**src/rtl/rf_wb_arbiter_pkg.sv**
```systemverilog
`default_nettype none
// ============================================================================
//  Module   : rf_wb_arbiter_pkg
//  Brief    : Shared widths, arbiter state encoding and counter helper for the
//             register-file writeback arbiter.
//  Revision : 1.0 - initial release
// ============================================================================
package rf_wb_arbiter_pkg;

  // Register-file geometry
  localparam int REG_AW = 5;
  localparam int XLEN   = 32;

  // Width of the requester-1 denial counter
  localparam int CNT_W  = 3;

  // Arbiter state encoding: NORM favours the load unit, STARV favours the ALU
  localparam logic [0:0] NORM  = 1'b0;
  localparam logic [0:0] STARV = 1'b1;

  // Saturating increment so a large STARVE_MAX can never wrap the counter
  function automatic logic [CNT_W-1:0] sat_inc(input logic [CNT_W-1:0] v);
    return (v == {CNT_W{1'b1}}) ? v : v + 1'b1;
  endfunction

endpackage
`default_nettype wire

```
**src/rtl/rf_wb_arbiter.sv**
```systemverilog
`default_nettype none
// ============================================================================
//  Module   : rf_wb_arbiter
//  Brief    : Two-requester register-file writeback arbiter. The load unit
//             (requester 0) normally wins; the ALU (requester 1) is promoted
//             after STARVE_MAX consecutive denials. Writes are registered with
//             one cycle of latency; destination 0 is accepted but never
//             written. Optional forwarding compare of the pending write
//             against two read addresses.
//  Config   : RF_WB_ARBITER_FWD_EN - enables the forwarding hit/data outputs.
//  Revision : 1.0 - initial release
// ============================================================================
module rf_wb_arbiter
  import rf_wb_arbiter_pkg::*;
#(
  parameter int STARVE_MAX = 4
) (
  input  logic              CLK,
  input  logic              RST,
  // Load-unit writeback
  input  logic              REQ0_V,
  input  logic [REG_AW-1:0] REQ0_A,
  input  logic [XLEN-1:0]   REQ0_D,
  output logic              REQ0_R,
  // ALU writeback
  input  logic              REQ1_V,
  input  logic [REG_AW-1:0] REQ1_A,
  input  logic [XLEN-1:0]   REQ1_D,
  output logic              REQ1_R,
  // Register-file write port
  output logic              WE,
  output logic [REG_AW-1:0] A3,
  output logic [XLEN-1:0]   WD3,
  // Forwarding
  input  logic [REG_AW-1:0] RA1,
  input  logic [REG_AW-1:0] RA2,
  output logic              FWD1_HIT,
  output logic              FWD2_HIT,
  output logic [XLEN-1:0]   FWD_D
);

  // Threshold clipped to what the counter can represent
  localparam int              C_LIM_INT   = (STARVE_MAX > 7) ? 7 :
                                            ((STARVE_MAX < 0) ? 0 : STARVE_MAX);
  localparam logic [CNT_W-1:0] c_starve_max = CNT_W'(C_LIM_INT);

  logic              w_gnt0;
  logic              w_gnt1;

  logic [0:0]        state_q, state_d;
  logic [CNT_W-1:0]  cnt_q,   cnt_d;
  logic              we_q,    we_d;
  logic [REG_AW-1:0] a3_q,    a3_d;
  logic [XLEN-1:0]   wd3_q,   wd3_d;

  // Grant: requester 1 wins when promoted or when requester 0 is idle
  always_comb begin
    w_gnt1 = REQ1_V && !RST && ((state_q == STARV) || !REQ0_V);
    w_gnt0 = REQ0_V && !RST && !w_gnt1;
  end

  assign REQ0_R = w_gnt0;
  assign REQ1_R = w_gnt1;

  // Denial counting and promotion/demotion of requester 1
  always_comb begin
    cnt_d   = cnt_q;
    state_d = state_q;
    if (w_gnt1) begin
      // A requester-1 transfer ends any starvation episode
      cnt_d   = '0;
      state_d = NORM;
    end else begin
      if (REQ1_V) begin
        cnt_d = sat_inc(cnt_q);
      end
      // Promote on the same edge the counter reaches the threshold so the
      // very next cycle is granted to requester 1
      if (cnt_d >= c_starve_max) begin
        state_d = STARV;
      end
    end
  end

  // Next write-port contents from whichever requester completed a transfer
  always_comb begin
    we_d  = 1'b0;
    a3_d  = a3_q;
    wd3_d = wd3_q;
    if (w_gnt0) begin
      we_d  = (REQ0_A != '0);
      a3_d  = REQ0_A;
      wd3_d = REQ0_D;
    end else if (w_gnt1) begin
      we_d  = (REQ1_A != '0);
      a3_d  = REQ1_A;
      wd3_d = REQ1_D;
    end
  end

  // State, counter and write-port registers
  always_ff @(posedge CLK) begin
    if (RST) begin
      state_q <= NORM;
      cnt_q   <= '0;
      we_q    <= 1'b0;
      a3_q    <= '0;
      wd3_q   <= '0;
    end else begin
      state_q <= state_d;
      cnt_q   <= cnt_d;
      we_q    <= we_d;
      a3_q    <= a3_d;
      wd3_q   <= wd3_d;
    end
  end

  assign WE  = we_q;
  assign A3  = a3_q;
  assign WD3 = wd3_q;

`ifdef RF_WB_ARBITER_FWD_EN
  // Pending write matches a read port; register 0 never forwards
  assign FWD1_HIT = we_q && (a3_q == RA1) && (a3_q != '0);
  assign FWD2_HIT = we_q && (a3_q == RA2) && (a3_q != '0);
  assign FWD_D    = wd3_q;
`else
  // Read addresses are deliberately unused in this build
  logic w_unused_ra;
  assign w_unused_ra = ^{RA1, RA2};
  assign FWD1_HIT    = 1'b0;
  assign FWD2_HIT    = 1'b0;
  assign FWD_D       = '0;
`endif

endmodule
`default_nettype wire

```
**config.mk**
```make
export PLATFORM = sky130hd
export DESIGN_NAME = rf_wb_arbiter
export DESIGN_NICKNAME = d
export VERILOG_FILES = /design/src/rtl/rf_wb_arbiter_pkg.sv /design/src/rtl/rf_wb_arbiter.sv
export SDC_FILE = /design/constraint.sdc
export NUM_CORES = 1
export LEC_CHECK = 0
export BUFFER_PORTS_ARGS = -buffer_cell sky130_fd_sc_hd__buf_2
export CAP_MARGIN = 20
export CORE_AREA = 2 2 83 85
export CTS_CLUSTER_SIZE = 40
export DETAILED_ROUTE_END_ITERATION = 6
export DIE_AREA = 0 0 85 87
export PLACE_DENSITY = 0.75
export SLEW_MARGIN = 0
export SYNTH_ARGS = -nofsm -noshare
export SYNTH_HDL_FRONTEND = slang
export SYNTH_SLANG_ARGS = --single-unit
```
**constraint.sdc**
```tcl
create_clock -name CLK -period 1.71 [get_ports CLK]
set_input_delay 0.0855 -clock CLK [delete_from_list [all_inputs] [get_ports CLK]]
set_output_delay 0.0855 -clock CLK [all_outputs]
set_load 0.005 [all_outputs]
```
==> results.ini, run 1 <==
[worst_setup_path]
timing.critical_path.to = REQ1_R
crit_fanout = 13
timing.setup.critical_path_class = reg -> out
timing.critical_path.cells = buf_4 > or2b_1 > nand2_1 > nor2_1 > buf_2
setup.reg_to_reg.worst_slack_ps = 420
worst_setup_path_startpoint = state_q
critPathTopFamily = simple AND/OR/NAND/NOR gates
critical_path.reg2reg.endpoint = WD3[6]
worst-endpoint-arrival_ps = 1310
worst-endpoint-required_ps = 1620
worstPathBufferInverterCount = 2
start_kind = flop
reg2reg_depth = 5
critPathSlowestCell = sky130_fd_sc_hd__dfxtp_1
worstSetupEndpointType = primary output
crit_cells = 5
worst_r2r_startpoint = state_q
timing.critical_path.slowest_cell_delay_ps = 340

[yosys]
netlist_cell_types = 23
synth_cells = 199
netlist_area_um2 = 2200
synth_flop_cell = sky130_fd_sc_hd__dfxtp_1
ys_warn_count = 0
syn_area_per_cell_um2 = 11.1
postSynthRegisterBits = 42
yosysSeqAreaShare = 0.381
synth_enable_flop_cells = 0
synth_async_sr_flop_share = 0

[clock_network]
cts_root_buf = sky130_fd_sc_hd__clkbuf_8
worst_setup_hold_path_clk_slew_ps = 80
deepest_level_of_the_cts_h_tree = 2
clock_latency_ps = 290
cts_buffers = 5
cts_hold_buffers = 0
tritoncts = built
clkSinkCount = 42
cts_resized = 0
post_cts.repair.setup_buffers = 0
cts.path.max_buffers = 2

[finish]
stdcell_count = 389
layout-area-overhead-vs-synth_pct = 26.1
fraction_of_layout_instances_using_a_drive_strength_above_1 = 0.447
final_common_cell = sky130_fd_sc_hd__buf_2
insertedDiodeCount = 0
most-common-layout-cells = sky130_fd_sc_hd__buf_2, sky130_fd_sc_hd__dfxtp_1, sky130_fd_sc_hd__o2111a_1, sky130_fd_sc_hd__a221o_1, sky130_fd_sc_hd__conb_1
final_nets = 397

[timing]
hold_viol = 0
timing.final.setup_violations = 0
min_period_ps = 1390
timing.setup.tns_ps = 0
tightest_slew_ps = 688
rsz0062_at_grt = no
layout_worst_path_cycle_share = 0.815
clock_skew_ps = 3.42
fmax_achieved_mhz = 717
max_slew_margin = 0.540
finalMaxSlewViolations = 0

[floorplanning]
std_cell_rows = 30
dieArea_um2 = 7400
initial_core_utilization = 0.336
die_y_um = 87
floorplan.die.width_um = 85
coreArea_um2 = 6570
design.portCount = 162

[grt]
grt_pass1_wl_mm = 9.11
grt_util_all_layers = 0.155
grt.overflow.total = 0
grt_pass1_vias = 1865
grt_start_max_net_pins = 38
antenna_found_initial = 0

[pwr]
cellPowerDensity_nw_per_um2 = 798
ir_worst_vdd_uv = 335
static-leakage-power_nw = 1.45

[detailed_routing]
route.antenna.remaining_nets = 0
detailroute.wirelength.met2_mm = 3.00
wl_per_cell_um = 15.8
detailroute.via_count = 2009
avgViaCountPerCell = 5.16
drt-pass1-iter-count = 4
postRouteWirelength_mm = 6.14
highest_layer = met4
met3WireLength_um = 404
drcViolationCount = 0
dr_iter_0_viols = 96
wirelength_met1_mm = 2.72

[placed_design]
gp_congestion = 0.705
place.detailed.hpwl_mm = 4.28
placedCellCount = 380
io_buffers = 117

[run_status]
run_status = completed

[job]
maxCapViolations = 0

[min_path]
hold_class = in -> reg

-- registers in the layout, summed over array words and instances (netlist names), named ones only --
name and cells:
WD3 32, A3 5, state_q 1, WE 1, cnt_q 1
-- synthesized netlist by cell type (all sizes together), types with 2 or more instances --
cell type	instances	area, um2
dfxtp	42	841
inv	4	15.0
a221o	37	370
buf	49	384
clkbuf	8	30.0
a21oi	2	10.0
nand2	2	7.51
nor2	6	22.5
or4	2	15.0
o2111a	37	417
-- layer usage --
layer / vias to the layer above / GRT usage
met5: - / 0
met1: 954 / 0.194
li1: 961 / -
met4: 0 / 0.0260
met2: 92 / 0.271
met3: 2 / 0.0408
-- how the worst min path moves through the flow --
stage                from      end  slack, ps  cells past startpoint
2_1_floorplan         RST   REQ1_R        200                      1
3_3_place_gp    REQ0_D[3]   WD3[3]        310                      2
3_5_place_dp   REQ0_D[30]  WD3[30]        310                      2
4_1_cts         REQ0_D[4]   WD3[4]          3                      2
5_1_grt        REQ0_D[25]  WD3[25]          4                      2
6_report       REQ0_D[15]  WD3[15]         20                      2
-- cell families (layout without fill, tap and decap cells) --
kind of cell               Yosys count  count (layout)  share of synthesized area
AOI/OAI and AO/OA                   79              79                      0.372
other                                1              34                    0.00170
buffers and inverters               61             138                      0.195
and+or+nand+nor                     13              13                     0.0358
xor gates and xnor gates             1               1                    0.00397
DFF                                 42              42                      0.381
adders and majority gates            1               1                    0.00567
muxes                                1               1                    0.00454
-- power breakdown --
part | internal [mW] | total [mW] | switching (mW) | leakage [nW]
clock network | 0.408 | 0.746 | 0.338 | 0.0575
registers | 1.05 | 1.09 | 0.0359 | 0.348
logic | 0.194 | 0.387 | 0.192 | 1.04
total | 1.65 | 2.22 | 0.566 | 1.45
-- metrics by stage --
stage	utilization	hold WS, ps	total power, mW	area [um2]	worst slack, ps
finish	0.423	15.9	2.22	2780	316
global route	0.423	4.42	2.34	2780	228
CTS	0.422	3.20	2.24	2770	301
detailed placement	0.405	313	1.49	2660	427
global placement	0.405	307	1.48	2660	460
floorplan	-	202	1.36	2330	443
-- cell type report --
cell class                      instances  area, um2
Fill cell                             629       3790
Multi-Input combinational cell        129       1060
Sequential cell                        42        841
Timing Repair Buffer                  126        656
Clock buffer                            8        110
Tap cell                               80        100
Inverter                                4       15.0
-- worst register-to-register path, stage by stage (launching register included) --
cell	delay, ps
sky130_fd_sc_hd__dfxtp_1	380
sky130_fd_sc_hd__nand2_1	80
sky130_fd_sc_hd__nand3_2	100
sky130_fd_sc_hd__inv_2	40
sky130_fd_sc_hd__buf_4	210
sky130_fd_sc_hd__a221o_1	380
(Power assumes the default switching activity.)
==> run 2: changes to the inputs <==
--- a/config.mk
+++ b/config.mk
@@ -11,7 +11,7 @@
 export CTS_CLUSTER_SIZE = 40
 export DETAILED_ROUTE_END_ITERATION = 6
 export DIE_AREA = 0 0 85 87
-export PLACE_DENSITY = 0.75
+export PLACE_DENSITY = 0.78
 export SLEW_MARGIN = 0
 export SYNTH_ARGS = -nofsm -noshare
 export SYNTH_HDL_FRONTEND = slang
==> constraint.sdc (replaced) <==
create_clock -name CLK -period 1.26 [get_ports CLK]
set_input_delay 0.063 -clock CLK [delete_from_list [all_inputs] [get_ports CLK]]
set_output_delay 0.063 -clock CLK [all_outputs]
set_load 0.005 [all_outputs]
==> run 2 against run 1 <==
Against the previous run: the flow now finishes with violations (negative setup slack); worst hold slack worse by 7.5 ps; sequential power up 35%; power grew 31%; wire length increased by 14%; die area did not move; first-iteration DRC count down 6.3%; clock power up 11%; sequential share of layout area decreased by 3.4 points; critical endpoint unchanged; largest power group unchanged; highest routed layer unchanged.
==> results.ini, run 2 (synthesis results as in run 1) <==
[clock_network]
cts.path.max_buffers = 2
deepest_level_of_the_cts_h_tree = 2
clock_latency_ps = 290
tritoncts = built
worst_setup_hold_path_clk_slew_ps = 80
cts_buffers = 5
cts_root_buf = sky130_fd_sc_hd__clkbuf_8
clkSinkCount = 42

[timing]
finalMaxSlewViolations = 0
finalHoldWorstSlack_ps = 8.44
tightest_slew_ps = 701
max_slew_margin = 0.532
rsz0062_at_grt = yes
layout_worst_path_cycle_share = 1.05
fmax_achieved_mhz = 757
hold_viol = 0
setup_ws_ps = -61.6
timing.final.setup_violations = 35
min_period_ps = 1320
clock_skew_ps = 3.90

[job]
maxCapViolations = 0

[worst_setup_path]
start_kind = flop
critPathSlowestCell = sky130_fd_sc_hd__dfxtp_4
worstSetupEndpointType = primary output
crit_fanout = 4
worst_r2r_startpoint = state_q
worst-endpoint-required_ps = 1200
timing.setup.critical_path_class = reg -> out
worst-endpoint-arrival_ps = 1260
critical_path.reg2reg.endpoint = WD3[6]
setup.reg_to_reg.worst_slack_ps = -30
timing.critical_path.slowest_cell_delay_ps = 370
reg2reg_depth = 4
timing.critical_path.cells = buf_12 > or2b_1 > nand2_1 > nor2_1 > buf_2

[min_path]
count_of_cells_along_the_worst_hold_path = 2
timing.hold.worst.start = REQ0_D[2]
worst_hold_path.endpoint = WD3[2]
hold_class = in -> reg

[grt]
antenna_found_initial = 0
grt_util_all_layers = 0.177
grt.overflow.total = 0
grt_start_max_net_pins = 38
grt_pass1_vias = 2207
grt_pass1_wl_mm = 10.4

[finish]
insertedDiodeCount = 0
largest_register_ffs = 32
most-common-layout-cells = sky130_fd_sc_hd__buf_2, sky130_fd_sc_hd__dfxtp_1, sky130_fd_sc_hd__o2111a_1, sky130_fd_sc_hd__a221o_1, sky130_fd_sc_hd__conb_1
layout-area-overhead-vs-synth_pct = 42.8
fraction_of_layout_instances_using_a_drive_strength_above_1 = 0.424
final_nets = 429
final_common_cell = sky130_fd_sc_hd__buf_2

[detailed_routing]
route.antenna.remaining_nets = 0
highest_layer = met4
detailroute.via_count = 2225
postRouteWirelength_mm = 7.01
avgViaCountPerCell = 5.30
dr_iter_0_viols = 90
drcViolationCount = 0
drt-pass1-iter-count = 4
met3WireLength_um = 484
wirelength_met1_mm = 2.93
detailroute.wirelength.met2_mm = 3.48
wl_per_cell_um = 16.7

[placed_design]
io_buffers = 117
place.detailed.hpwl_mm = 4.11
gp_congestion = 0.709

[floorplanning]
coreArea_um2 = 6570
std_cell_rows = 30
design.portCount = 162
initial_core_utilization = 0.336
dieArea_um2 = 7400
die_y_um = 87
floorplan.die.width_um = 85

[run_status]
run_status = complete, but fails checks
violations = negative setup slack

[pwr]
static-leakage-power_nw = 1.60
ir_worst_vdd_uv = 476
power_mw = 2.91
cellPowerDensity_nw_per_um2 = 924

## run 2: changes by cell type in the layout (fill, tap and decap cells not counted), sizes merged
cell         delta
dlygate4sd3    +24
buf             +7
## run 2: worst max path at each step
stage	cells after the start	start	slack (ps)	to
after detailed placement	4	flop	20	flop
after global placement	5	state_q	40	WD3[21]
after CTS	5	state_q	-70	REQ1_R
final	5	state_q	-60	REQ1_R
after global routing	5	state_q	-110	REQ1_R
after floorplan	4	state_q	30	A3[0]
## run 2: final cells by class
class	instances	area, um2
Clock buffer	7	76.3
Tap cell	80	100
Timing Repair Buffer	158	1050
Sequential cell	42	845
Multi-Input combinational cell	129	1060
Inverter	4	15.0
Fill cell	598	3420
## run 2: per-stage QoR
step	area [um2]	std cells	TNS, ps	setup slack, ps	utilization
global placement	2700	380	0	39.6	0.411
finish	3150	420	-683	-61.6	0.479
global route	3150	420	-1960	-114	0.479
detailed placement	2700	380	0	17.3	0.411
CTS	3120	417	-633	-73.0	0.474
floorplan	2330	232	0	25.6	-
## run 2: what timing repair did
| item | in CTS | in global routing |
|---|---|---|
| endpoints found under the setup margin | 1 | 41 |
| buffers inserted | 3 | 2 |
| hold endpoints to repair | 25 | 0 |
| resized for setup | 2 | 4 |
| cloned | 2 | 1 |
| hold buffers | 25 | 0 |
## run 2: per-layer routing
metal / up-vias / GRT usage
met5: - / 0
met4: 0 / 0.0563
met3: 10 / 0.0360
met2: 129 / 0.317
met1: 1055 / 0.213
li1: 1031 / -
## run 2: worst max-delay path, delay by kind of cell, from the launching register on
kind / cells / cell delay [ps]
flops: 1 / 370
buf+inv: 2 / 240
simple gates: 3 / 360
## run 2: power by group
part           internal, mW  leakage, nW  switching [mW]
logic                 0.331         1.21           0.280
registers              1.42        0.349          0.0520
clock network         0.382       0.0383           0.443
total                  2.14         1.60           0.775
==> run 3: changes to the inputs <==
--- a/config.mk
+++ b/config.mk
@@ -12,6 +12,7 @@
 export DETAILED_ROUTE_END_ITERATION = 6
 export DIE_AREA = 0 0 85 87
 export PLACE_DENSITY = 0.78
+export SKIP_CTS_REPAIR_TIMING = 1
 export SLEW_MARGIN = 0
 export SYNTH_ARGS = -nofsm -noshare
 export SYNTH_HDL_FRONTEND = slang
==> run 3 against run 2 <==
Against the previous run: clock power rose by 2%; first-iteration DRC count rose by 16%; global-route usage fell by 1.9 points; combinational power fell by 7.2%; non-clock buffer count fell by 13; worst hold slack got worse by 20 ps; highest routed layer unchanged; wire length fell by 0.63%; clock-buffer cell count did not move; the flow finishes with violations (negative hold slack, negative setup slack); critical path depth did not move.
==> results.ini, run 3 (synthesis results as in run 1) <==
[grt]
grt_pass1_wl_mm = 9.40
grt.overflow.total = 0
grt_util_all_layers = 0.158
grt_pass1_vias = 2003
antenna_found_initial = 0
grt_start_max_net_pins = 40

[run_status]
violations = negative hold slack, negative setup slack
run_status = complete, but fails checks

[clock_network]
clkSinkCount = 42
cts.path.max_buffers = 2
worst_setup_hold_path_clk_slew_ps = 80
deepest_level_of_the_cts_h_tree = 2
cts_buffers = 5
tritoncts = built
clock_latency_ps = 290
cts_root_buf = sky130_fd_sc_hd__clkbuf_8

[detailed_routing]
drcViolationCount = 0
route.antenna.remaining_nets = 0
dr_iter_0_viols = 104
avgViaCountPerCell = 5.33
detailroute.via_count = 2169
wl_per_cell_um = 17.1
drt-pass1-iter-count = 4
postRouteWirelength_mm = 6.96

[finish]
final_common_cell = sky130_fd_sc_hd__buf_2
layout-area-overhead-vs-synth_pct = 37.0
largest_register_ffs = 32
fraction_of_layout_instances_using_a_drive_strength_above_1 = 0.446
final_nets = 416
insertedDiodeCount = 0
most-common-layout-cells = sky130_fd_sc_hd__buf_2, sky130_fd_sc_hd__dfxtp_1, sky130_fd_sc_hd__o2111a_1, sky130_fd_sc_hd__a221o_1, sky130_fd_sc_hd__conb_1
design_area_um2 = 3020

[timing]
max_slew_margin = 0.527
finalHoldWorstSlack_ps = -11.3
hold_viol = 9
timing.setup.tns_ps = -462
layout_worst_path_cycle_share = 1.05
tightest_slew_ps = 708
finalMaxSlewViolations = 0
clock_skew_ps = 5.19
min_period_ps = 1320
fmax_achieved_mhz = 757
setup_ws_ps = -60.2
timing.final.setup_violations = 22
rsz0062_at_grt = yes

[pwr]
p_int_mw = 2.10
power.combinational.fraction = 0.197
static-leakage-power_nw = 1.55
power.share.sequential = 0.512
power_mw = 2.88
power.net_switching_mw = 0.778
p_clk_frac = 0.292
power_switching_share = 0.270
ir_worst_vdd_uv = 478
cellPowerDensity_nw_per_um2 = 954

[floorplanning]
design.portCount = 162
coreArea_um2 = 6570
std_cell_rows = 30
dieArea_um2 = 7400
die_y_um = 87
floorplan.die.width_um = 85
initial_core_utilization = 0.336

[worst_setup_path]
timing.critical_path.slowest_cell_delay_ps = 370
crit_fanout = 4
worst-endpoint-required_ps = 1200
worstSetupEndpointType = primary output
critPathSlowestCell = sky130_fd_sc_hd__dfxtp_4
start_kind = flop
worst_setup_path_startpoint = state_q
critical_path.reg2reg.endpoint = WD3[17]
timing.setup.critical_path_class = reg -> out
critPathTopFamily = flip-flops
setup.reg_to_reg.worst_slack_ps = -50
timing.critical_path.cells = buf_12 > or2b_1 > nand2_1 > nor2_1 > buf_2
worstPathBufferInverterCount = 2
worst_r2r_startpoint = state_q
timing.critical_path.to = REQ1_R
worst-endpoint-arrival_ps = 1260
reg2reg_depth = 4
crit_cells = 5

[min_path]
hold_class = in -> reg

[placed_design]
dp_area_um2 = 2700
place.detailed.hpwl_mm = 4.11
io_buffers = 117
gp_congestion = 0.709

[job]
maxCapViolations = 0

==> run 3: cell types whose count changed in the layout (fill, tap and decap cells not counted), sizes merged <==
cell         before  now
clkbuf            8   10
dlygate4sd3      25   10
==> run 3: how the worst min path moves through the flow <==
stage / start / to / slack [ps] / depth (start not counted)
CTS: REQ0_D[29] / WD3[29] / -20 / 2
detailed placement: REQ0_D[16] / WD3[16] / 290 / 2
floorplan: RST / REQ1_R / 160 / 1
global placement: REQ0_D[9] / WD3[9] / 290 / 2
finish: REQ0_D[25] / WD3[25] / -10 / 2
global route: REQ0_D[28] / WD3[28] / 1 / 2
==> run 3: area by class of cell <==
cell class / instances / area [um2]
well taps: 80 / 100
fillers: 616 / 3550
clock buffers: 7 / 76.3
flip-flops and latches: 42 / 845
multi-input cells: 129 / 1060
repair buffers: 145 / 926
inverters: 4 / 15.0
==> run 3: through the flow <==
stage / hold WS, ps / util / setup WS, ps / instances
finish: -11.3 / 0.460 / -60.2 / 407
global route: 1.32 / 0.460 / -104 / 407
CTS: -22.9 / 0.422 / -143 / 387
detailed placement: 289 / 0.411 / 17.3 / 380
global placement: 285 / 0.411 / 39.6 / 380
floorplan: 157 / - / 25.6 / 232
==> run 3: power groups by stage <==
| stage | Sequential (mW) | Combinational [mW] | Clock (mW) |
|---|---|---|---|
| floorplan | 1.51 | 0.337 | 0 |
| global placement | 1.50 | 0.521 | 0 |
| detailed placement | 1.50 | 0.532 | 0 |
| CTS | 1.47 | 0.535 | 0.869 |
| global route | 1.49 | 0.621 | 0.922 |
| finish | 1.47 | 0.567 | 0.840 |
==> run 3: layer usage <==
layer,vias up,wire [um],GRT usage
li1,1006,-,-
met1,1035,2870,0.189
met2,120,3500,0.284
met3,8,535,0.0360
met4,0,59,0.0447
met5,-,0,0
